<file path="src/rtl/div_seq_ctrl.sv">
// Sequencer and datapath for an iterative restoring radix-2 divider covering
// RV32M DIV/DIVU/REM/REMU. It freezes the pipeline through o_stall while an operation runs.
module div_seq_ctrl #(
    parameter  int XLEN  = 32,
    localparam int CNT_W = $clog2(XLEN)
) (
    input  logic            clk,
    input  logic            rst,
    input  logic            i_start,
    input  logic [1:0]      i_op,
    input  logic [XLEN-1:0] i_rs1,
    input  logic [XLEN-1:0] i_rs2,
    input  logic            i_kill,
    output logic            o_stall,
    output logic            o_valid,
    output logic [XLEN-1:0] o_result,
    output logic            o_busy
);

    typedef enum logic [1:0] {IDLE, CALC, FIX, DONE} state_t;

    localparam logic [XLEN-1:0] MIN_NEG = {1'b1, {(XLEN-1){1'b0}}};

    state_t            state_reg, state_next;
    logic [CNT_W-1:0]  cnt_reg;
    logic [XLEN-1:0]   rem_reg, quo_reg, dvs_reg, result_reg;
    logic              sel_rem_reg, sign1_reg, neg_q_reg, valid_reg;

    logic              stall_raw, accept, fix_commit;

    // Operand decode for the accept cycle
    logic              is_signed, a_neg, b_neg, div_zero, overflow, special;
    logic [XLEN-1:0]   abs_a, abs_b, special_result;

    always_comb begin
        is_signed = ~i_op[0];
        a_neg     = is_signed & i_rs1[XLEN-1];
        b_neg     = is_signed & i_rs2[XLEN-1];
        abs_a     = a_neg ? -i_rs1 : i_rs1;
        abs_b     = b_neg ? -i_rs2 : i_rs2;
        div_zero  = (i_rs2 == '0);
        overflow  = is_signed & (i_rs1 == MIN_NEG) & (i_rs2 == '1);
        special   = div_zero | overflow;
        if (div_zero) begin
            special_result = i_op[1] ? i_rs1 : '1;
        end else begin
            special_result = i_op[1] ? '0 : MIN_NEG;
        end
    end

    // One restoring step: shift {rem,quo} left and trial-subtract with a guard bit
    logic [XLEN:0]     shifted, diff;
    logic [XLEN-1:0]   rem_step, quo_step, quo_fix, rem_fix;

    always_comb begin
        shifted = {rem_reg, quo_reg[XLEN-1]};
        diff    = shifted - {1'b0, dvs_reg};
        if (!diff[XLEN]) begin
            rem_step = diff[XLEN-1:0];
            quo_step = {quo_reg[XLEN-2:0], 1'b1};
        end else begin
            rem_step = shifted[XLEN-1:0];
            quo_step = {quo_reg[XLEN-2:0], 1'b0};
        end
        quo_fix = neg_q_reg ? -quo_reg : quo_reg;
        rem_fix = sign1_reg ? -rem_reg : rem_reg;
    end

    always_ff @(posedge clk or posedge rst) begin
        if (rst) begin
            state_reg <= IDLE;
        end else begin
            state_reg <= state_next;
        end
    end

    always_comb begin
        state_next = state_reg;
        stall_raw  = 1'b0;
        accept     = 1'b0;
        case (state_reg)
            IDLE: begin
                if (i_start) begin
                    accept     = 1'b1;
                    stall_raw  = 1'b1;
                    state_next = special ? DONE : CALC;
                end
            end
            CALC: begin
                stall_raw = 1'b1;
                if (cnt_reg == CNT_W'(XLEN - 1)) begin
                    state_next = FIX;
                end
            end
            FIX: begin
                stall_raw  = 1'b1;
                state_next = DONE;
            end
            DONE: begin
                state_next = IDLE;
            end
            default: begin
                state_next = IDLE;
            end
        endcase
        // Kill aborts from any state and releases the freeze in the same cycle
        if (i_kill) begin
            state_next = IDLE;
            stall_raw  = 1'b0;
            accept     = 1'b0;
        end
    end

    assign fix_commit = (state_reg == FIX) && !i_kill;

    always_ff @(posedge clk or posedge rst) begin
        if (rst) begin
            cnt_reg     <= '0;
            rem_reg     <= '0;
            quo_reg     <= '0;
            dvs_reg     <= '0;
            result_reg  <= '0;
            sel_rem_reg <= 1'b0;
            sign1_reg   <= 1'b0;
            neg_q_reg   <= 1'b0;
            valid_reg   <= 1'b0;
        end else begin
            valid_reg <= (state_next == DONE);
            if (accept) begin
                sel_rem_reg <= i_op[1];
                sign1_reg   <= a_neg;
                neg_q_reg   <= a_neg ^ b_neg;
                rem_reg     <= '0;
                quo_reg     <= abs_a;
                dvs_reg     <= abs_b;
                cnt_reg     <= '0;
                if (special) begin
                    result_reg <= special_result;
                end
            end else if (state_reg == CALC && !i_kill) begin
                rem_reg <= rem_step;
                quo_reg <= quo_step;
                cnt_reg <= cnt_reg + CNT_W'(1);
            end else if (fix_commit) begin
                result_reg <= sel_rem_reg ? rem_fix : quo_fix;
            end
        end
    end

    // Reset must force every output low, including the combinational freeze
    assign o_stall  = stall_raw & ~rst;
    assign o_valid  = valid_reg;
    assign o_result = result_reg;
    assign o_busy   = (state_reg != IDLE);

endmodule

</file>
<file path="config.mk">
export PLATFORM = sky130hd
export DESIGN_NAME = div_seq_ctrl
export DESIGN_NICKNAME = d
export VERILOG_FILES = /design/src/rtl/div_seq_ctrl.sv
export SDC_FILE = /design/constraint.sdc
export NUM_CORES = 1
export LEC_CHECK = 0
export BUFFER_PORTS_ARGS = -buffer_cell sky130_fd_sc_hd__buf_4
export CAP_MARGIN = 20
export CORE_MARGIN = 2
export CORE_UTILIZATION = 55
export CTS_CLUSTER_DIAMETER = 30
export DETAILED_ROUTE_END_ITERATION = 12
export PLACE_DENSITY = 0.76
export SYNTH_ARGS = -nofsm -noshare
export SYNTH_HDL_FRONTEND = slang
export SYNTH_SLANG_ARGS = --single-unit
export TNS_END_PERCENT = 10
</file>
<file path="constraint.sdc">
create_clock -name clk -period 3.8 [get_ports clk]
set_input_delay 0.38 -clock clk [delete_from_list [all_inputs] [get_ports clk]]
set_output_delay 0.38 -clock clk [all_outputs]
set_load 0.01 [all_outputs]
</file>
**After elaboration in Yosys (flattened, before gate mapping)**

Index checks and enable logic that the tools add are counted.

- Bits in registers: 139
- Input port bits: 70
- Output and inout port bits: 35
- Logic and storage cells: 74

- Add/subtract/negate cells: 6
- Eq/ne operators: 9
- Muxes and demuxes: 30
- Bitwise logic cells: 9
- Reductions and logical operators: 10

Operators with widths:

| kind | number |
|---|---|
| $mux W32 | 17 |
| $neg A32 Y32 | 4 |
| $eq A32 B32 Y1 const B | 2 |
| $sub A33 B32 Y33 | 1 |
| $logic_not A32 Y1 | 1 |
| $mux W5 | 2 |
| $mux W2 | 4 |
| $pmux W2 S4 | 1 |
| $eq A2 B2 Y1 const B | 3 |
| $reduce_bool A2 Y1 | 3 |
| $add A5 B1 Y5 const B | 1 |
| $and A1 B1 Y1 | 5 |
| $eq A5 B5 Y1 const B | 1 |
| $mux W1 | 5 |
| $reduce_and A3 Y1 | 1 |
| $eq A2 B1 Y1 const B | 1 |
| $logic_and A1 B1 Y1 | 2 |
| $logic_not A2 Y1 | 1 |
| $ne A2 B1 Y1 const B | 1 |
| $ne A2 B2 Y1 const B | 1 |
| $not A1 Y1 | 2 |
| $pmux W1 S2 | 1 |
| $reduce_or A2 Y1 | 1 |
| $logic_not A1 Y1 | 1 |
| 2 further kinds | 2 |

**Longest topological paths before layout**

- Word-level depth: 9
- Gate-level depth with buffers: 13
- Mapped depth without buffers: 12

**Worst setup path after synthesis**

Ideal clock, no wire load.

- Path kind: register to register
- From: register quo_reg[31]
- To: register rem_reg[2]
- Library setup time: 0.134 ns
- Arrival time: 2.871 ns
- Path slack: 0.795 ns
- Stages on the path, launching flop included: 14
- Path buffers: 1
- Path through: dfrtp_1 > inv_1 > ha_1 > fa_1 > nand2b_1 > a21oi_1 > o21a_1 > nand4_1 > a21oi_1 > nor4_1 > nor3_1 > clkbuf_1 > mux2i_1 > o21ai_0

- Word-level cells in the longest chain between the ends: 4

Ends and longest elaborated chain:

| item | RTL line | text |
|---|---|---|
| start, declared | 26 | `logic [XLEN-1:0] rem_reg, quo_reg, dvs_reg, result_reg;` |
| start signal, assigned | 134 | `quo_reg <= abs_a;` |
| start signal, assigned | 142 | `quo_reg <= quo_step;` |
| $sub A33 B32 Y33 | 57 | `diff = shifted - {1'b0, dvs_reg};` |
| $mux W32 | 58 | `if (!diff[XLEN]) begin` |
| $mux W32 | 140 | `end else if (state_reg == CALC && !i_kill) begin` |
| $mux W32 | 129 | `if (accept) begin` |
| end signal, assigned | 141 | `rem_reg <= rem_step;` |
| end, declared | 26 |  |

Every way passes these cells. The select of a mux whose other input is x is not followed.
A chain may end at the register's enable or synchronous reset.

**Worst setup path in the final report**

- From: register quo_reg[31]
- To: register rem_reg[6]

The elaborated chain is that of the path after synthesis.

==> reports/metrics.cfg <==
[yosys]
synth_nets = 1434
synth_edf_count = 0
synth_ff_type = dfrtp_1
synth-seq-cells = 139
synthCells = 1319
netlist_area_mm2 = 0.01075
seq_area_frac_synth = 0.3236
ys_warn_count = 0
netlist-cell-type-count = 66
ys_async_sr_fraction = 1.000
syn_area_per_cell_um2 = 8.150

[finish]
drive_gt1_frac = 0.1281
final_nets = 1507
area_delta_synth_final_pct = 15.67
antenna_cells = 0
num-fill-cells = 1649
fin_util = 0.6431
mostFrequentLayoutCells = nand2_1, o21ai_0, dfrtp_1, buf_4, nor2_1
seq_area_mm2 = 0.003480
fin_area_mm2 = 0.01243
layout.cells.most_common = nand2_1
multi_input_area_mm2 = 0.006779

[clock_tree]
cts_tree = built
cts_hold_buf = 0
clkTransAtPathRegs_ns = 0.07
htreeDepth = 4
cts-resized-gates = 0
clk_latency_ns = 0.43
cts_inserted_buffers = 17
cts_setup_buffers = 0
cts_buffer_depth = 2
cts_root_buf = clkbuf_16
clkSinkCount = 139

[timing]
worst_slew_pin_slew_ns = 1.059
post-route-period-util = 0.8951
tns_ns = 0
hold_viol = 0
fmax_mhz = 294.0
rsz0062_at_grt = false
setup_slack_ns = 0.3987
maxSlewHeadroom = 0.2937
period_minus_slack_ns = 3.401
slew_viol_final = 0
finalSetupViolCount = 0
clock_skew_ns = 0.009901

[setup_path]
path_buf_inv = 2
start_kind = flip-flop
cp_cell_sequence = inv_1 -> ha_1 -> fa_1 -> nand2b_1 -> a21oi_1 -> o21a_1 -> nand4_1 -> a21oi_1 -> nor4_1 -> nor3_2 -> buf_4 -> mux2i_1 -> o21ai_1
critPathSlowestCell = fa_1
cp-endpoint = rem_reg[6]
criticalPathCategory = reg -> reg
max_stage_delay_ns = 0.40
r2r_end = rem_reg[6]
path_common_cell = a21oi_1
r2r_cells = 13
end_kind = flip-flop
crit_family = compound AO/OA/AOI/OAI gates
cp.depth = 13
reg2reg_slack_ns = 0.40
cp_data_required_time_ns = 4.10
r2r_start = quo_reg[31]
crit_arrival_ns = 3.71
crit_fanout = 23
worstSetupStartpoint = quo_reg[31]

[global_route]
grt_usage = 0.3063
first_global_vias = 9391
grt_max_degree = 140
grt_pass1_wl_um = 49760
grt_antenna_before_repair = 0
grt_remaining_overflow = 0

[die]
core_area_mm2 = 0.01933
dieArea_mm2 = 0.02068
floorplan.rows = 51
die_y_um = 143.8
ios = 105
die_x_um = 143.8
initial_utilization = 0.5560

[route]
drt-initial-drc-count = 945
vias = 10447
dr.pass1.iters = 5
via_per_inst = 6.256
wirelength_um = 31590
drc = 0
route.antenna.remaining_nets = 0
routedWlPerCell_um = 18.91

[status]
outcome = completed

[placement]
port-buffer-count = 104
place_ws_ns = 0.3621
hpwlAfterDp_um = 23030
finalWeightedCongestion = 0.9526
placed_area_mm2 = 0.01181

[worst_hold_path]
hp-class = in -> async

[run]
max_cap_viol_count = 0

[power_and_ir_drop]
p_sw_mw = 5.681
vdd_drop_max_uv = 495.5
power.share.clock = 0.152
pwr_density_cell_mw_per_mm2 = 955.2
internal_power_mw = 6.196
comb_power_share = 0.603
p_leak_nw = 5.478
netSwitchingFraction = 0.4783
sequentialPowerShare = 0.245

-- kinds of logic (layout without fill, tap and decap cells) --
kind of cell	Yosys count	after routing	synth area share
AOI/OAI and AO/OA	432	432	0.2513
and+or+nand+nor	399	399	0.1803
buffers and inverters	131	217	0.04760
adders and majority gates	45	45	0.05307
xor gates and xnor gates	146	146	0.1189
DFF	139	139	0.3236
muxes	27	27	0.02526
-- per-stage QoR --
stage / total power [mW] / std cells / hold slack [ns]
after floorplan: 7.948 / 1319 / 0.4498
after global placement: 9.803 / 1638 / 0.4628
after detailed placement: 9.950 / 1638 / 0.4701
after CTS: 11.78 / 1670 / 0.1573
after global routing: 12.78 / 1670 / 0.1785
final: 11.88 / 1670 / 0.1311
-- cell type report --
class	count	area share
Clock inverter	13	0.01540
Clock buffer	19	0.03482
Inverter	56	0.01721
Tap cell	265	0.02667
Sequential cell	139	0.2798
Multi-Input combinational cell	1049	0.5452
Timing Repair Buffer	129	0.08090
-- worst min-delay path by stage --
| stage | startpoint | endpoint | slack [ns] |
|---|---|---|---|
| floorplan | dvs_reg[10] | dvs_reg[10] | 0.45 |
| global placement | dvs_reg[30] | dvs_reg[30] | 0.46 |
| detailed placement | dvs_reg[28] | dvs_reg[28] | 0.47 |
| CTS | i_kill | state_reg[1] | 0.16 |
| global route | i_kill | state_reg[1] | 0.18 |
| finish | rst | state_reg[1] | 0.13 |
-- cells in the mapped netlist, drive strengths merged (2+ instances only) --
cell,n,area (um^2)
a21boi,3,22.52
o311ai,4,35.03
inv,56,210.2
nand3,25,130.1
a211oi,3,22.52
o31ai,37,277.8
nor2b,9,56.30
a31oi,28,175.2
a21oi,64,320.3
or3,16,105.1
dfrtp,139,3478
a32oi,5,43.79
or2,5,31.28
nor4,20,170.2
o21ai,168,844.6
a211o,7,61.31
nand4,11,68.82
buf,13,68.81
a41oi,2,17.52
and2,4,25.02
nand3b,2,15.01
o41ai,15,131.4
nor2,96,360.4
nand2b,21,131.4
a21o,6,45.04
clkbuf,62,232.7
a221oi,2,23.77
nor3,21,105.1
o21bai,2,15.01
and3,4,25.02
o21a,7,52.55
xor2,61,534.3
a22o,2,17.52
xnor2,85,744.5
mux2i,26,260.3
or4,15,116.4
o211ai,36,270.3
ha,44,550.5
a22oi,30,225.2
nand2,145,544.3
o211a,3,30.03
-- power groups by stage --
stage | clock network, mW | registers [mW] | logic [mW]
floorplan | 0 | 2.68 | 5.27
global placement | 0 | 2.87 | 6.93
detailed placement | 0 | 2.90 | 7.05
CTS | 1.81 | 2.88 | 7.09
global route | 1.88 | 3.00 | 7.90
finish | 1.80 | 2.91 | 7.16
-- worst min-delay path: cells and delay by family --
family	cells	cell delay [ns]
buffers and inverters	3	0.69
-- per-layer routing --
metal	track usage	part of all wire
met2	0.4962	0.46
met5	0	0
met3	0.03932	0.065
met4	0.1084	0.028
met1	0.4221	0.44
Note: power is estimated with default switching activity, not from simulation.
